File: config.mk
export PLATFORM = sky130hd
export DESIGN_NAME = booth_seq_divider
export DESIGN_NICKNAME = d
export VERILOG_FILES = /design/src/rtl/booth_arith_pkg.sv /design/src/rtl/booth_seq_divider_div_step.sv /design/src/rtl/booth_seq_divider.sv
export SDC_FILE = /design/constraint.sdc
export NUM_CORES = 1
export LEC_CHECK = 0
export ABC_AREA = 0
export CAP_MARGIN = 5
export CELL_PAD_IN_SITES_DETAIL_PLACEMENT = 0
export CELL_PAD_IN_SITES_GLOBAL_PLACEMENT = 1
export CORE_MARGIN = 4
export CORE_UTILIZATION = 35
export CTS_BUF_LIST = sky130_fd_sc_hd__clkbuf_8
export CTS_CLUSTER_DIAMETER = 40
export DETAILED_ROUTE_END_ITERATION = 6
export PLACE_DENSITY = 0.7
export SLEW_MARGIN = 25
export SYNTH_ARGS = -nofsm -noshare
export SYNTH_HDL_FRONTEND = slang
export SYNTH_HIERARCHICAL = 1
export SYNTH_SLANG_ARGS = --single-unit
File: constraint.sdc
create_clock -name clk -period 4.1 [get_ports clk]
set_clock_uncertainty 0.05 [all_clocks]
set_input_delay 1.025 -clock clk [delete_from_list [all_inputs] [get_ports clk]]
set_output_delay 1.025 -clock clk [all_outputs]
set_load 0.01 [all_outputs]
File: src/rtl/booth_arith_pkg.sv
// Shared arithmetic-unit definitions for the Booth multiplier and the sequential divider.
// Holds the FSM state encoding and the default operand width.
package booth_arith_pkg;

   localparam int unsigned DIV_W_DEFAULT = 8;

   typedef enum logic [1:0] {
      IDLE = 2'd0,
      CALC = 2'd1,
      FIX  = 2'd2,
      DONE = 2'd3
   } state_e;

endpackage

File: src/rtl/booth_seq_divider_div_step.sv
// One restoring-division iteration on magnitudes: shift {R,Q} left by one, then
// subtract |divisor| from R if that does not go negative and record the quotient bit.
module booth_seq_divider_div_step #(
   parameter int unsigned W = 8
) (
   input  logic [W:0]   r_i,
   input  logic [W-1:0] q_i,
   input  logic [W-1:0] d_i,
   output logic [W:0]   r_next_c,
   output logic [W-1:0] q_next_c
);

   logic [W+1:0] shifted;
   logic [W+1:0] trial;
   logic         ge;

   always_comb begin
      shifted  = {r_i, q_i[W-1]};
      ge       = (shifted >= {2'b00, d_i});
      trial    = shifted - {2'b00, d_i};
      r_next_c = ge ? trial[W:0] : shifted[W:0];
      q_next_c = {q_i[W-2:0], ge};
   end

endmodule

File: src/rtl/booth_seq_divider.sv
// Multi-cycle signed divider: radix-2 restoring iteration on operand magnitudes,
// sign fix-up of quotient and remainder, valid/ready handshake on both sides.
module booth_seq_divider
   import booth_arith_pkg::*;
#(
   parameter int unsigned W = DIV_W_DEFAULT
) (
   input  logic         clk,
   input  logic         rst_n,
   input  logic         in_valid,
   output logic         in_ready,
   input  logic [W-1:0] dividend,
   input  logic [W-1:0] divisor,
   output logic         out_valid,
   input  logic         out_ready,
   output logic [W-1:0] quotient,
   output logic [W-1:0] remainder,
   output logic         div_by_zero,
   output logic         overflow
);

   localparam int unsigned  CW       = $clog2(W + 1);
   localparam logic [W-1:0] MIN_NEG  = {1'b1, {(W-1){1'b0}}};
   localparam logic [W-1:0] ALL_ONES = '1;

   function automatic logic [W-1:0] neg_w(input logic [W-1:0] x);
      return W'(-x);
   endfunction

   // Magnitude as unsigned W bits; the most negative value maps to 2^(W-1).
   function automatic logic [W-1:0] abs_w(input logic [W-1:0] x);
      return x[W-1] ? neg_w(x) : x;
   endfunction

   state_e        state_q, state_d;
   logic [CW-1:0] cnt_q, cnt_d;
   logic [W:0]    r_q, r_d;
   logic [W-1:0]  q_q, q_d;
   logic [W-1:0]  dvs_q, dvs_d;
   logic          sgnq_q, sgnq_d;
   logic          sgnr_q, sgnr_d;
   logic          special_q, special_d;
   logic [W-1:0]  quot_q, quot_d;
   logic [W-1:0]  rem_q, rem_d;
   logic          dbz_q, dbz_d;
   logic          ovf_q, ovf_d;
   logic          in_ready_q, in_ready_d;
   logic          out_valid_q, out_valid_d;

   logic          accept_c;
   logic          is_zero_c;
   logic          is_ovf_c;
   logic [W:0]    r_step_c;
   logic [W-1:0]  q_step_c;

   assign accept_c  = (state_q == IDLE) && in_valid;
   assign is_zero_c = (divisor == '0);
   assign is_ovf_c  = (dividend == MIN_NEG) && (divisor == ALL_ONES);

   booth_seq_divider_div_step #(.W(W)) u_step (
      .r_i      (r_q),
      .q_i      (q_q),
      .d_i      (dvs_q),
      .r_next_c (r_step_c),
      .q_next_c (q_step_c)
   );

   // State register
   always_ff @(posedge clk or negedge rst_n) begin
      if (!rst_n) state_q <= IDLE;
      else        state_q <= state_d;
   end

   // Next-state logic; special cases bypass the iteration entirely
   always_comb begin
      state_d = state_q;
      unique case (state_q)
         IDLE: if (in_valid) state_d = (is_zero_c || is_ovf_c) ? FIX : CALC;
         CALC: if (cnt_q == CW'(1)) state_d = FIX;
         FIX:  state_d = DONE;
         DONE: if (out_ready) state_d = IDLE;
         default: state_d = IDLE;
      endcase
   end

   // Datapath and handshake next values
   always_comb begin
      cnt_d       = cnt_q;
      r_d         = r_q;
      q_d         = q_q;
      dvs_d       = dvs_q;
      sgnq_d      = sgnq_q;
      sgnr_d      = sgnr_q;
      special_d   = special_q;
      quot_d      = quot_q;
      rem_d       = rem_q;
      dbz_d       = dbz_q;
      ovf_d       = ovf_q;
      in_ready_d  = (state_d == IDLE);
      out_valid_d = (state_d == DONE);
      unique case (state_q)
         IDLE: begin
            if (accept_c) begin
               cnt_d     = CW'(W);
               r_d       = '0;
               q_d       = abs_w(dividend);
               dvs_d     = abs_w(divisor);
               sgnq_d    = dividend[W-1] ^ divisor[W-1];
               sgnr_d    = dividend[W-1];
               special_d = is_zero_c || is_ovf_c;
               dbz_d     = is_zero_c;
               ovf_d     = is_ovf_c && !is_zero_c;
               if (is_zero_c) begin
                  quot_d = ALL_ONES;
                  rem_d  = dividend;
               end else if (is_ovf_c) begin
                  quot_d = MIN_NEG;
                  rem_d  = '0;
               end
            end
         end
         CALC: begin
            r_d   = r_step_c;
            q_d   = q_step_c;
            cnt_d = cnt_q - CW'(1);
         end
         FIX: begin
            if (!special_q) begin
               quot_d = sgnq_q ? neg_w(q_q) : q_q;
               rem_d  = sgnr_q ? neg_w(r_q[W-1:0]) : r_q[W-1:0];
            end
         end
         default: ;
      endcase
   end

   // Datapath and output registers
   always_ff @(posedge clk or negedge rst_n) begin
      if (!rst_n) begin
         cnt_q       <= '0;
         r_q         <= '0;
         q_q         <= '0;
         dvs_q       <= '0;
         sgnq_q      <= 1'b0;
         sgnr_q      <= 1'b0;
         special_q   <= 1'b0;
         quot_q      <= '0;
         rem_q       <= '0;
         dbz_q       <= 1'b0;
         ovf_q       <= 1'b0;
         in_ready_q  <= 1'b1;
         out_valid_q <= 1'b0;
      end else begin
         cnt_q       <= cnt_d;
         r_q         <= r_d;
         q_q         <= q_d;
         dvs_q       <= dvs_d;
         sgnq_q      <= sgnq_d;
         sgnr_q      <= sgnr_d;
         special_q   <= special_d;
         quot_q      <= quot_d;
         rem_q       <= rem_d;
         dbz_q       <= dbz_d;
         ovf_q       <= ovf_d;
         in_ready_q  <= in_ready_d;
         out_valid_q <= out_valid_d;
      end
   end

   assign in_ready    = in_ready_q;
   assign out_valid   = out_valid_q;
   assign quotient    = quot_q;
   assign remainder   = rem_q;
   assign div_by_zero = dbz_q;
   assign overflow    = ovf_q;

endmodule

Yosys cells after proc, flatten, opt, wreduce, memory -nomap -nowiden
Index checks and enable logic that the tools add are counted.

Memory bits (read-only): 0. Logic and storage cells: 71. Register bits after elaboration: 54. Output and inout port bits: 20. Input bits: 20. Memory bits (writable): 0. Bits in latches: 0. Memories: 0.

Multipliers: 0. Order comparisons: 1. Multiplexer cells: 26. Eq/ne operators: 10. Div/mod/pow operators: 0. Shifts and indexed selects: 0. Bitwise gates (word level): 1. Reductions and logical operators: 13. Add/subtract/negate cells: 6.

Operator list (count): two-way mux 8 bit (13); case mux 8 bit (2 select lines) (3); negation 8 bit (4); two-way mux 9 bit (2); case mux 9 bit (2 select lines) (1); equality test 8 bit, second input constant (2); greater-or-equal comparator 10 x 8 -> 1 bit (1); subtractor 9 x 8 -> 9 bit (1); zero test 8 bit (1); two-way mux 2 bit (4); case mux 2 bit (4 select lines) (1); case mux 4 bit (2 select lines) (1); equality test 2 bit, second input constant (3); equality test 4 x 1 -> 1 bit, second input constant (1); zero test 2 bit (2); two-way mux 4 bit (1); != test 2 bit, second input constant (2); AND reduction 2 bit (2); AND reduction 4 bit (1); nonzero test 2 bit (2); subtractor 4 x 1 -> 4 bit, second input constant (1); logical AND 1 bit (3); != test 3 bit, second input constant (1); equality test 2 x 1 -> 1 bit, second input constant (1); 3 further kinds (3).

Longest topological paths before layout
Gate-level depths: netlist of the first run.

Depth in word-level cells: 7. Mapped depth: 12. Mapped depth without buffers: 11.

Cells and area by module
The synthesis of the first run kept the hierarchy.

Modules (own cells, without submodules): booth_seq_divider (times used 1, cells each 322, area each 2930.3 um^2, seq. area each 1352.5 um^2); booth_seq_divider_div_step (times used 1, cells each 83, area each 583.1 um^2, seq. area each 0.0 um^2).

Worst setup path before layout of the first run
Ideal clock, no wire load.

Kind: input port to flip-flop. From: input dividend[0]. To: register quot_q[1], in the netlist quotient[1]. Stages: 6. Library setup time: 0.125 ns. Arrival time: 2.876 ns. Setup slack: 1.049 ns. Data required time: 3.925 ns. Path buffers: 0. Path through: inv_1 -> ha_1 -> or4b_1 -> or4_4 -> a31oi_4 -> mux2_2.

Longest elaborated chain between the ends: 4.

RTL lines: from (decl) (RTL line booth_seq_divider.sv:12) `input logic [W-1:0] dividend,`; equality test 8 bit (RTL line booth_seq_divider.sv:58) `assign is_ovf_c = (dividend == MIN_NEG) && (divisor == ALL_ONES);`; logical AND 1 bit (RTL line booth_seq_divider.sv:58); != test 3 bit (no source line); AND reduction 4 bit (no source line); to (signal assigned) (RTL line booth_seq_divider.sv:161) `quot_q <= quot_d;`; to (decl) (RTL line booth_seq_divider.sv:43) `logic [W-1:0] quot_q, quot_d;`.

Every way passes these cells. A chain may end at the register's enable or synchronous reset.

Worst setup path in the final report of the first run
From: input dividend[0]. To: register rem_q[5], in the netlist remainder[5].

Longest elaborated chain between the ends: 4.

RTL lines: equality test 8 bit (RTL line booth_seq_divider.sv:58); logical AND 1 bit (RTL line booth_seq_divider.sv:58); != test 3 bit (no source line); AND reduction 4 bit (no source line); to (signal assigned) (RTL line booth_seq_divider.sv:162) `rem_q <= rem_d;`; to (decl) (RTL line booth_seq_divider.sv:44) `logic [W-1:0] rem_q, rem_d;`.

Every way passes these cells.

==> results, run 1 <==
- Summing all placed instances gives a cell area of 3970 µm².
- The number of antenna diodes in the final layout is 0.
- The highest achievable clock rate is 285 MHz.
- The HPWL after detailed placement is 6690 µm.
- The clock net sink count is 54.
- From left edge to right edge, the die measures 108 µm.
- The type of element capturing the critical path is a flip-flop.
- The cell count after synthesis is 405.
- Entering global routing, the biggest net connects 32 pins.
- For this design the ratio of total power to cell area is 789 nW/µm².
- In this run the static leakage power is 1.71 nW.
- The number of antenna violations at the first check in global routing was 0.
- The synthesized netlist occupies a cell area of 3510 µm².
- STA classifies the critical path startpoint as an input pin.
- The final count of negative-setup-slack endpoints is 0.
- The floorplan step defined a die boundary enclosing 11700 µm².
- The data arrival at the endpoint of the critical path is 3690 ps.
- The y dimension of the die is 108 µm.
- The peak supply drop is 234 µV.
- After routing, the total negative slack on setup checks comes to 0 ps.
- The number of nets in the synthesized netlist is 441.
- The count of nets left with antenna violations once routing finished came out at 0.
- After detailed routing, the number of remaining DRC violations is 0.
- The number of global-route vias before repair was 2974.
- The remaining global-route overflow is 0.
- The layout overhead on the synthesized area is 16.1%.
- In the final layout, the share of cells above drive strength 1 is 0.0716.
- The time the final worst path needs with I/O delays and setup is 3510 ps.
- The required time of the critical path is 4290 ps.
- The mean instance size in the synthesized netlist is 8.67 µm².
- For this run, the number of Yosys warnings is 6.
- Of the synthesized area, sequential elements account for 0.385.
- OpenSTA, run right after detailed placement, puts the worst setup slack at 279 ps.
- The weighted congestion at the end of routability-driven global placement is 0.859.
- Buffers placed on the I/O ports in this run total 39.
- The final-report hold violation count is 0.
- Yosys mapped a number of flops with a built-in enable equal to 0.
- The floorplan row count is 36.
- The core region is 9770 µm².
- The clock slew seen by the registers of the worst setup and hold paths is 100 ps.
- The worst hold-check slack is 431 ps.
- The starting density of the core is 0.359.
- After synthesis, the share of flip-flops with an asynchronous set or reset is 1.00.
- The number of library cell types mapped by synthesis is 56.
- The first global-routing pass estimated 14900 µm of wire.
- The primary flip-flop cell chosen by synthesis mapping is sky130_fd_sc_hd__dfrtp_1.
- Once layout is complete, the utilization of the core stands at 0.417.
- The top-level port count is 40.
- In the final design database the tool counted 468 nets.
- The total via count in the routed design is 2953.
- By area the synthesized netlist is led by sky130_fd_sc_hd__dfrtp_1 (38%), sky130_fd_sc_hd__nand2_1 (6.1%), sky130_fd_sc_hd__ha_1 (5.3%).
- Before antenna repair, the detailed router went through 5 iterations.
- The clock insertion delay at the later pin of the skew report is 310 ps.
- The worst setup path is of the in2reg kind.
- CTS placed an instance of sky130_fd_sc_hd__clkbuf_8 at the clock tree root.
- In the global route stage, overall resource usage came out at 0.160.
- The CTS buffer count is 5.
- Of the post-synthesis cell area, the dominant cell type holds 0.377.
- The CTS tree is yes.
- Setup repair after global routing left no endpoint under its margin.
- The average vias per placed instance is 5.22.
- The first routing iteration left 196 violations.
- Once layout is done, the placed cells without fillers occupy 4080 µm².
- The transition time at the pin with the least slew margin is 796 ps.
- The average wire per cell in the routed design is 15.6 µm.
- The run finished with clean final reports.
- Across the run, the number of max-cap violations was 0.
- The final max-slew violation count is 0.
- Once the clock tree was built, the setup fixing pass inserted 0 buffers.
- The cell type with the largest total area after synthesis is sky130_fd_sc_hd__dfrtp_1.
- The top cell types in the final layout, fill and taps aside, are sky130_fd_sc_hd__nand2_1 (57), sky130_fd_sc_hd__dfrtp_1 (53), sky130_fd_sc_hd__clkdlybuf4s50_1 (38).
- The total of cells resized after clock tree synthesis is 0.
- The worst-case headroom to the max-slew limit is 0.468.
- The total of flip-flops plus latches after synthesis is 54.
- The total number of H-tree levels is 2.
- Dividing the final minimum period by the clock period gives 0.855.
- The worst hold-check path type is reg2reg.
- No sink is reached through more buffers than the 2 on the longest clock path.
- The post-cts hold buffer count is 0.
- The final wirelength is 8860 µm.
- Leaving out fill and tap cells, the most frequent cell in the layout is sky130_fd_sc_hd__nand2_1.
- In this run the worst path has a maximum fanout of 16.
- The worst path meets setup with 593 ps of slack.
report_power, final:
group	switching, W	internal [W]	total, W
Combinational	0.000967	0.000822	0.00179
Clock	0.000183	0.000183	0.000366
Sequential	0.000283	0.000782	0.00106
final timing paths:
kind | endpoint | cells past startpoint | slack [ps] | start
max in group asynchronous | dvs_q[6]$_DFFE_PN0P_ | 2 | 2540 | rst_n
min in group asynchronous | r_q[6]$_DFFE_PN0P_ | 1 | 660 | rst_n
min reg2reg | cnt_q[3]$_DFFE_PN0P_ | 1 | 430 | cnt_q[3]$_DFFE_PN0P_
min | cnt_q[3]$_DFFE_PN0P_ | 1 | 430 | cnt_q[3]$_DFFE_PN0P_
max | remainder[5]$_DFFE_PN0P_ | 9 | 590 | dividend[0]
max reg2reg | q_q[0]$_DFFE_PN0P_ | 12 | 1540 | q_q[7]$_DFFE_PN0P_
synth_stat cells, types with 3 or more instances:
master                     number
sky130_fd_sc_hd__nand2_1       57
sky130_fd_sc_hd__dfrtp_1       53
sky130_fd_sc_hd__o21ai_0       28
sky130_fd_sc_hd__inv_1         27
sky130_fd_sc_hd__a21oi_1       23
sky130_fd_sc_hd__nor2_1        23
sky130_fd_sc_hd__nand3_1       18
sky130_fd_sc_hd__clkbuf_1      15
sky130_fd_sc_hd__ha_1          15
sky130_fd_sc_hd__xor2_1        13
sky130_fd_sc_hd__a31oi_1       11
sky130_fd_sc_hd__xnor2_1       10
sky130_fd_sc_hd__nor3_1         9
sky130_fd_sc_hd__o31ai_1        9
sky130_fd_sc_hd__buf_4          8
sky130_fd_sc_hd__mux2_2         6
sky130_fd_sc_hd__mux2i_1        6
sky130_fd_sc_hd__nand2b_1       6
sky130_fd_sc_hd__nor2b_1        6
sky130_fd_sc_hd__o22ai_1        5
sky130_fd_sc_hd__or3_1          5
sky130_fd_sc_hd__nand4_1        3
sky130_fd_sc_hd__nor3b_1        3
through the flow:
| step | total power [W] | std cells |
|---|---|---|
| floorplan | 0.00238 | 405 |
| global placement | 0.00285 | 558 |
| detailed placement | 0.00286 | 558 |
| CTS | 0.00324 | 566 |
| global route | 0.00355 | 566 |
| finish | 0.00322 | 566 |
final cells by class:
class                      count  area [µm²]
multi-input combinational    297        1900
timing repair buffer          47         445
clock inverter                 3        43.8
tap                          133         166
sequential                    54        1350
inverter                      27         101
fill                        1044        5690
clock buffer                   5        68.8
kinds of logic after synthesis:
| group | synth area share |
|---|---|
| simple gates | 0.202 |
| compound gates | 0.187 |
| buf+inv | 0.0741 |
| flops | 0.385 |
| xor+xnor | 0.0573 |
| fa+ha+maj | 0.0591 |
| mux | 0.0363 |
sequential cells by signal, summed over array words and instances (netlist names):
name,cells
quotient,8
state_q,2
sgnq_q,1
q_q,8
remainder,8
overflow,1
in_ready,1
cnt_q,4
special_q,1
dvs_q,8
out_valid,1
r_q,9
sgnr_q,1
div_by_zero,1
routing by layer:
layer	share of wire	wire, µm	global-route usage	vias up
li1	-	-	-	1473
met1	0.50	4420	0.229	1405
met2	0.44	3880	0.246	67
met3	0.049	438	0.0245	8
met4	0.013	118	0.0550	0
met5	0	0	0	-
critical path, stage by stage:
cell and delay (ps):
sky130_fd_sc_hd__clkdlybuf4s50_1 450, sky130_fd_sc_hd__inv_1 130, sky130_fd_sc_hd__ha_1 200, sky130_fd_sc_hd__or4b_1 500, sky130_fd_sc_hd__or4_4 570, sky130_fd_sc_hd__a31oi_4 360, sky130_fd_sc_hd__buf_4 270, sky130_fd_sc_hd__nor2_1 60
sky130_fd_sc_hd__a31oi_1 140
Power figures use the tool's default switching activity.
==> run 2: changes to the inputs <==
--- a/config.mk
+++ b/config.mk
@@ -14,6 +14,7 @@
 export CTS_BUF_LIST = sky130_fd_sc_hd__clkbuf_8
 export CTS_CLUSTER_DIAMETER = 40
 export DETAILED_ROUTE_END_ITERATION = 6
+export MAX_ROUTING_LAYER = met4
 export PLACE_DENSITY = 0.7
 export SLEW_MARGIN = 25
 export SYNTH_ARGS = -nofsm -noshare
==> run 2 against run 1 <==
Clock-buffer cell count did not move. Largest power group unchanged. Global-route usage rose by 0.46 points. Hold slack barely moved. Final area did not move. Critical endpoint unchanged. Final cell count did not move. Critical path depth did not move. Clock power barely moved.
==> results, run 2 (synthesis results as in run 1) <==
- The time the final worst path needs with I/O delays and setup is 3490 ps (-17.5 ps).
- STA classifies the critical path startpoint as an input pin.
- The worst setup path is of the in2reg kind.
- In this run the worst hold path is classified as reg2reg.
- The number of DRC violations after detailed routing is 0 (unchanged).
- The post-route setup TNS is 0 ps (unchanged).
- Clock tree synthesis selected as its root buffer the cell sky130_fd_sc_hd__clkbuf_8.
- The flop-to-flop setup slack is 1540 ps (about the same).
- STA classifies the critical path endpoint as a flip-flop.
- The total via count in the routed design is 2950 (-0.10%).
- The layout overhead on the synthesized area came to 16.1% (unchanged).
- The peak supply drop was 234 µV (about the same).
- The highest achievable clock rate came to 287 MHz (+0.50%).
- The required time of the critical path is 4290 ps (about the same).
- The share of final-layout standard cells stronger than drive strength 1 was 0.0716 (unchanged).
- The post-cts hold buffer count came to 0 (unchanged).
- Walking the worst path, the cells encountered are clkdlybuf4s50_1, inv_1, ha_1, or4b_1, or4_4, a31oi_4, buf_4, nor2_1, a31oi_1.
- The transition time at the pin with the least slew margin was 800 ps (+4.51 ps).
- The die boundary width was 108 µm (unchanged).
- The number of diodes is 0 (unchanged).
- The total of cells resized after clock tree synthesis was 0 (unchanged).
- The flip-flop count of the largest register, all copies and words added is 9 (unchanged).
- The final-report hold violation count is 0 (unchanged).
- The data arrival at the endpoint of the critical path is 3680 ps (about the same).
- The floorplan row count is 36 (unchanged).
- The flow ran to the end, and the final reports show no timing, DRC or antenna violations.
- The number of I/O port buffers is 39 (unchanged).
- The final count of negative-setup-slack endpoints is 0 (unchanged).
- The total number of H-tree levels is 2 (unchanged).
- The combined buffer and inverter count along the critical path is 3 (unchanged).
- The worst-case headroom to the max-slew limit was 0.465 (-0.00302).
- The combined flip-flop and latch cell area is 1350 µm² (unchanged).
- The number of antenna violations at the first check in global routing came to 0 (unchanged).
- The CTS tree is yes.
- The weighted congestion at the end of routability-driven global placement came to 0.873 (+1.6%).
- The total placed instance area is 3970 µm² (unchanged).
- The average vias per placed instance was 5.21 (-0.10%).
- The number of violations reported at the end of detailed-routing iteration 0 came to 178 (-9.2%).
- The combined area of the multi-input logic cells is 1900 µm² (unchanged).
- The remaining global-route overflow is 0 (unchanged).
- The master of the slowest instance on the critical path is sky130_fd_sc_hd__or4_4.
- The core outline area is 9770 µm² (unchanged).
- The top cell types in the final layout, fill and taps aside, are sky130_fd_sc_hd__nand2_1 (57), sky130_fd_sc_hd__dfrtp_1 (53), sky130_fd_sc_hd__clkdlybuf4s50_1 (38).
- The maximum fanout encountered on the critical timing path is 16 (unchanged).
- The number of buffers on the longest clock path is 2 (unchanged).
- The clock insertion delay at the later pin of the skew report is 320 ps (about the same).
- The maximum number of pins on one net before global-route repair is 32 (unchanged).
- The clock slew seen by the registers of the worst setup and hold paths is 100 ps (about the same).
- The y dimension of the die came to 108 µm (unchanged).
- Setup repair after global routing left no endpoint under its margin.
- The leading cell type in the layout, fill and taps excluded is sky130_fd_sc_hd__nand2_1.
- The register bank with the most flops is r_q.
- The static leakage is 1.71 nW (unchanged).
- The total routing resource utilization after global routing is 0.165 (+0.00464).
- The average wire per cell in the routed design is 15.6 µm (about the same).
- The number of buffers inserted to repair setup after CTS came to 0 (unchanged).
- The starting density of the core was 0.359 (unchanged).
- The final wirelength is 8850 µm (about the same).
- The number of fill cells in the layout is 1044 (unchanged).
- The number of nets in the final layout is 468 (unchanged).
- The length of the first detailed-routing pass in iterations is 5 (unchanged).
- The power per cell area came to 789 nW/µm² (about the same).
- In this design, the largest share of critical-path delay is due to simple AND/OR/NAND/NOR gates.
- The area of all placed cells without fillers is 4080 µm² (unchanged).
- The final antenna-violating net count is 0 (unchanged).
- The HPWL after detailed placement is 6690 µm (unchanged).
- The final max-slew violation count is 0 (unchanged).
- The number of global-route vias before repair is 2973 (-0.034%).
- The first-pass GRT wire length came to 14900 µm (about the same).
- The worst stage delay on the critical path is 570 ps (about the same).
- The CTS buffer count came to 5 (unchanged).
- The count of max-cap constraint violations is 0 (unchanged).
- The full die area is 11700 µm² (unchanged).
- The final critical-path share of the clock period is 0.851 (-0.00428).
- The clock net sink count came to 54 (unchanged).
- The top-level port count is 40 (unchanged).
## run 2: through the flow
step | setup WS (ps) | instances | hold slack (ps) | power, W | util
2_1_floorplan | 1050 | 405 | 389 | 0.00238 | -
3_3_place_gp | 365 | 558 | 405 | 0.00285 | 0.406
3_5_place_dp | 279 | 558 | 415 | 0.00286 | 0.406
4_1_cts | 601 | 566 | 434 | 0.00324 | 0.417
5_1_grt | 451 | 566 | 468 | 0.00355 | 0.417
6_report | 611 | 566 | 431 | 0.00322 | 0.417
## run 2: worst paths after layout
path,startpoint,endpoint,depth (start not counted)
max in group asynchronous,rst_n,dvs_q[6]$_DFFE_PN0P_,2
min,cnt_q[3]$_DFFE_PN0P_,cnt_q[3]$_DFFE_PN0P_,1
max reg2reg,q_q[7]$_DFFE_PN0P_,q_q[0]$_DFFE_PN0P_,12
min in group asynchronous,rst_n,r_q[6]$_DFFE_PN0P_,1
max,dividend[0],remainder[5]$_DFFE_PN0P_,9
min reg2reg,cnt_q[3]$_DFFE_PN0P_,cnt_q[3]$_DFFE_PN0P_,1
## run 2: worst register-to-register path: cells and delay by family, from the launching register on
kind                     cells  cell delay [ps]
flip-flops                   1              440
adder cells (fa/ha/maj)      2              570
AND/OR/NAND/NOR              3              490
AO/OA/AOI/OAI                3              380
buffers and inverters        4              500
## run 2: per-layer routing
metal | track usage | vias to the layer above | wire (µm)
li1 | - | 1472 | -
met1 | 0.230 | 1395 | 4370
met2 | 0.246 | 75 | 3870
met3 | 0.0233 | 8 | 494
met4 | 0.0550 | 0 | 121
met5 | - | - | 0
## run 2: power breakdown
group	internal, W	switching (W)
Combinational	0.000822	0.000966
Sequential	0.000782	0.000283
Clock	0.000183	0.000184
## run 2: layout make-up
class | count | area share
inverter | 27 | 0.0248
tap | 133 | 0.0408
clock inverter | 3 | 0.0107
multi-input combinational | 297 | 0.466
sequential | 54 | 0.331
timing repair buffer | 47 | 0.109
clock buffer | 5 | 0.0169
==> RTL change: new RTL, flow settings as in run 1 <==
Register the input `divisor` before use. The logic sees it one clock later. The other inputs are not delayed to match.
--- a/src/rtl/booth_seq_divider.sv
+++ b/src/rtl/booth_seq_divider.sv
@@ -24,2 +24,8 @@
    localparam logic [W-1:0] ALL_ONES = '1;
+
+   logic [W-1:0] divisor_q;
+
+   always_ff @(posedge clk) begin
+      divisor_q <= divisor;
+   end
 
@@ -56,4 +62,4 @@
    assign accept_c  = (state_q == IDLE) && in_valid;
-   assign is_zero_c = (divisor == '0);
-   assign is_ovf_c  = (dividend == MIN_NEG) && (divisor == ALL_ONES);
+   assign is_zero_c = (divisor_q == '0);
+   assign is_ovf_c  = (dividend == MIN_NEG) && (divisor_q == ALL_ONES);
 
@@ -106,4 +112,4 @@
                q_d       = abs_w(dividend);
-               dvs_d     = abs_w(divisor);
-               sgnq_d    = dividend[W-1] ^ divisor[W-1];
+               dvs_d     = abs_w(divisor_q);
+               sgnq_d    = dividend[W-1] ^ divisor_q[W-1];
                sgnr_d    = dividend[W-1];
Formal check against the unedited RTL: not equivalent (Yosys sat finds a counterexample within 4 cycles, from zero or initial values and one cycle with rst_n low).
==> RTL change against run 1 <==
Sequential cell count increased by 8; worst hold slack got worse by 0.0030 ns; synthesized cell count up 0.74%; setup slack gained 0.35 ns; total power grew 0.75%; synthesized area grew 4.0%; cell area increased by 5.2%; highest routed layer unchanged; fmax rose by 11%; largest power group unchanged; wire length decreased by 0.97%; clock power increased by 45%.
==> RTL change: results (changes against run 1) <==
worst_setup_path:
  reg2reg_to: "q_q[0]"  # unchanged
  rr_startpoint: "q_q[7]"  # unchanged
  arrival_ns: 3.34  # was 3.69 ns
  reg2regPathDepth: 9  # was 12
  r2r_slack_ns: 1.31  # was 1.54 ns
  cp_max_fo: 15  # was 16
  crit_path_max_incr_delay_ns: 0.50  # was 0.57 ns
  crit_end: "quotient[5]"  # was remainder[5]
  cp_slowest_cell: "or4b_4"  # was or4_4
  cp_top_family: "simple AND/OR/NAND/NOR gates"  # unchanged
routing:
  drtPass1Iterations: 5  # unchanged
  totalWireLength_mm: 8.77  # was 8.86 mm
  num_vias: 2932  # was 2953
  drt_iter0_markers: 107  # was 196
  viasPerCell: 5.08  # was 5.22
clock_network:
  cts-resized-gates: 0  # unchanged
  cts_buffers: 9  # was 5
  post-cts-setup-buffers: 0  # unchanged
  htreeDepth: 3  # was 2
  clock_path_buffers: 2  # unchanged
  worstSkewPairLatency_ns: 0.34  # was 0.31 ns
  clockRootBuffer: "clkbuf_8"  # unchanged
  path_clk_slew_ns: 0.08  # was 0.10 ns
synthesis:
  synthTopCellsByArea: "dfrtp_1, nand2_1, o21ai_0, ha_1, dfxtp_1"  # was dfrtp_1, nand2_1, ha_1, o21ai_0, a21oi_1
  synthTopCellsByCount: "nand2_1, dfrtp_1, o21ai_0"  # unchanged
  syn_nets: 444  # was 441
  ys.flop_type: "dfrtp_1"  # unchanged
  synthCells: 408  # was 405
  ys_seq_area_share_pct: 41.4  # was 38.5%
  yosysUniqueCellTypes: 52  # was 56
  async_flop_share_pct: 87.1  # was 100%
  yosysWarnings: 6  # unchanged
sta:
  worst_pin_slew_ns: 0.838  # was 0.796 ns
  min_period_ns: 3.16  # was 3.51 ns
placed_design:
  dp_cells: 561  # was 558
  gp_congestion: 0.831  # was 0.859
  dp_slack_ns: 0.605  # was 0.279 ns
  dp_hpwl_mm: 6.52  # was 6.69 mm
  io_buffers: 39  # unchanged
global_routing:
  grt_start_max_net_pins: 39  # was 32
  grt_pass1_wl_mm: 14.6  # was 14.9 mm
  antenna_found_initial: 0  # unchanged
  grt_usage_pct: 15.6  # was 16.0%
  grt_pass1_vias: 2855  # was 2974
power_and_ir_drop:
  p_leak_nw: 1.83  # was 1.71 nW
  p_int_mw: 1.84  # was 1.79 mW
  vdd_drop_max_v: 0.000280  # was 0.000234 V
final_layout:
  final_nets: 472  # was 468
  drive_above_1_share_pct: 9.30  # was 7.16%
  largest_register_ffs: 9  # unchanged
  final.fill_count: 1011  # was 1044
  antenna_cells: 0  # unchanged
worst_hold_path:
  hold_path_depth: 2  # was 1
  hold_path.class: "reg2reg"  # unchanged
status:
  status: "completed"  # unchanged
RTL change: changes by cell type after synthesis, moves of 5 or more:
cell	run 1	this run
nand2_1	57	64
o21ai_0	28	38
a21oi_1	23	14
o22ai_1	5	0
dfxtp_1	0	8
o21ai_2	0	6
nand3_1	18	12
RTL change: cell families (layout without fill, tap and decap cells):
group,count (synthesis),in the layout,synth area share (%)
buffers and inverters,53,86,7.02
muxes,9,9,2.60
adders and majority gates,16,16,5.69
DFF,62,62,41.4
xor gates and xnor gates,23,23,5.52
AOI/OAI and AO/OA,103,103,18.0
and+or+nand+nor,142,142,19.8
RTL change: worst min path at each step:
stage                     slack (ns)    startpoint      endpoint
after detailed placement        0.41      overflow      overflow
after CTS                       0.44  remainder[3]  remainder[3]
after global routing            0.47      cnt_q[3]      cnt_q[3]
final                           0.43  remainder[3]  remainder[3]
after floorplan                 0.39      dvs_q[7]      dvs_q[7]
after global placement          0.41      dvs_q[2]      dvs_q[2]
RTL change: layer usage:
layer | global-route usage (%) | vias up | share of wire [%]
li1 | - | 1485 | -
met1 | 22.8 | 1367 | 51
met2 | 23.1 | 65 | 43
met3 | 2.56 | 15 | 4.7
met4 | 6.33 | 0 | 1.9
met5 | 0 | - | 0
RTL change: power by group through the flow:
stage | clock network, mW | registers (mW) | logic (mW)
after detailed placement | 0 | 1.10 | 1.64
after CTS | 0.547 | 1.08 | 1.65
after global placement | 0 | 1.09 | 1.62
after floorplan | 0 | 1.02 | 1.32
after global routing | 0.573 | 1.13 | 1.86
final | 0.531 | 1.08 | 1.63
RTL change: tightest hold or removal path, delay by kind of cell, from the launching register on:
kind	cells	cell delay [ns]
flops	1	0.34
simple gates	1	0.06
compound gates	1	0.05
RTL change: cell type report:
class                      instances  area, µm²  area share, %
timing repair buffer              45        430           10.0
inverter                          25       93.8           2.19
multi-input combinational        293       1890           44.1
tap                              136        170           3.97
sequential                        62       1510           35.2
clock inverter                     6       55.1           1.28
clock buffer                      10        138           3.21
RTL change: stage by stage:
stage | power [mW] | cell area, µm²
3_5_place_dp | 2.74 | 4100
5_1_grt | 3.55 | 4290
3_3_place_gp | 2.70 | 4100
4_1_cts | 3.28 | 4290
6_report | 3.24 | 4290
2_1_floorplan | 2.34 | 3650
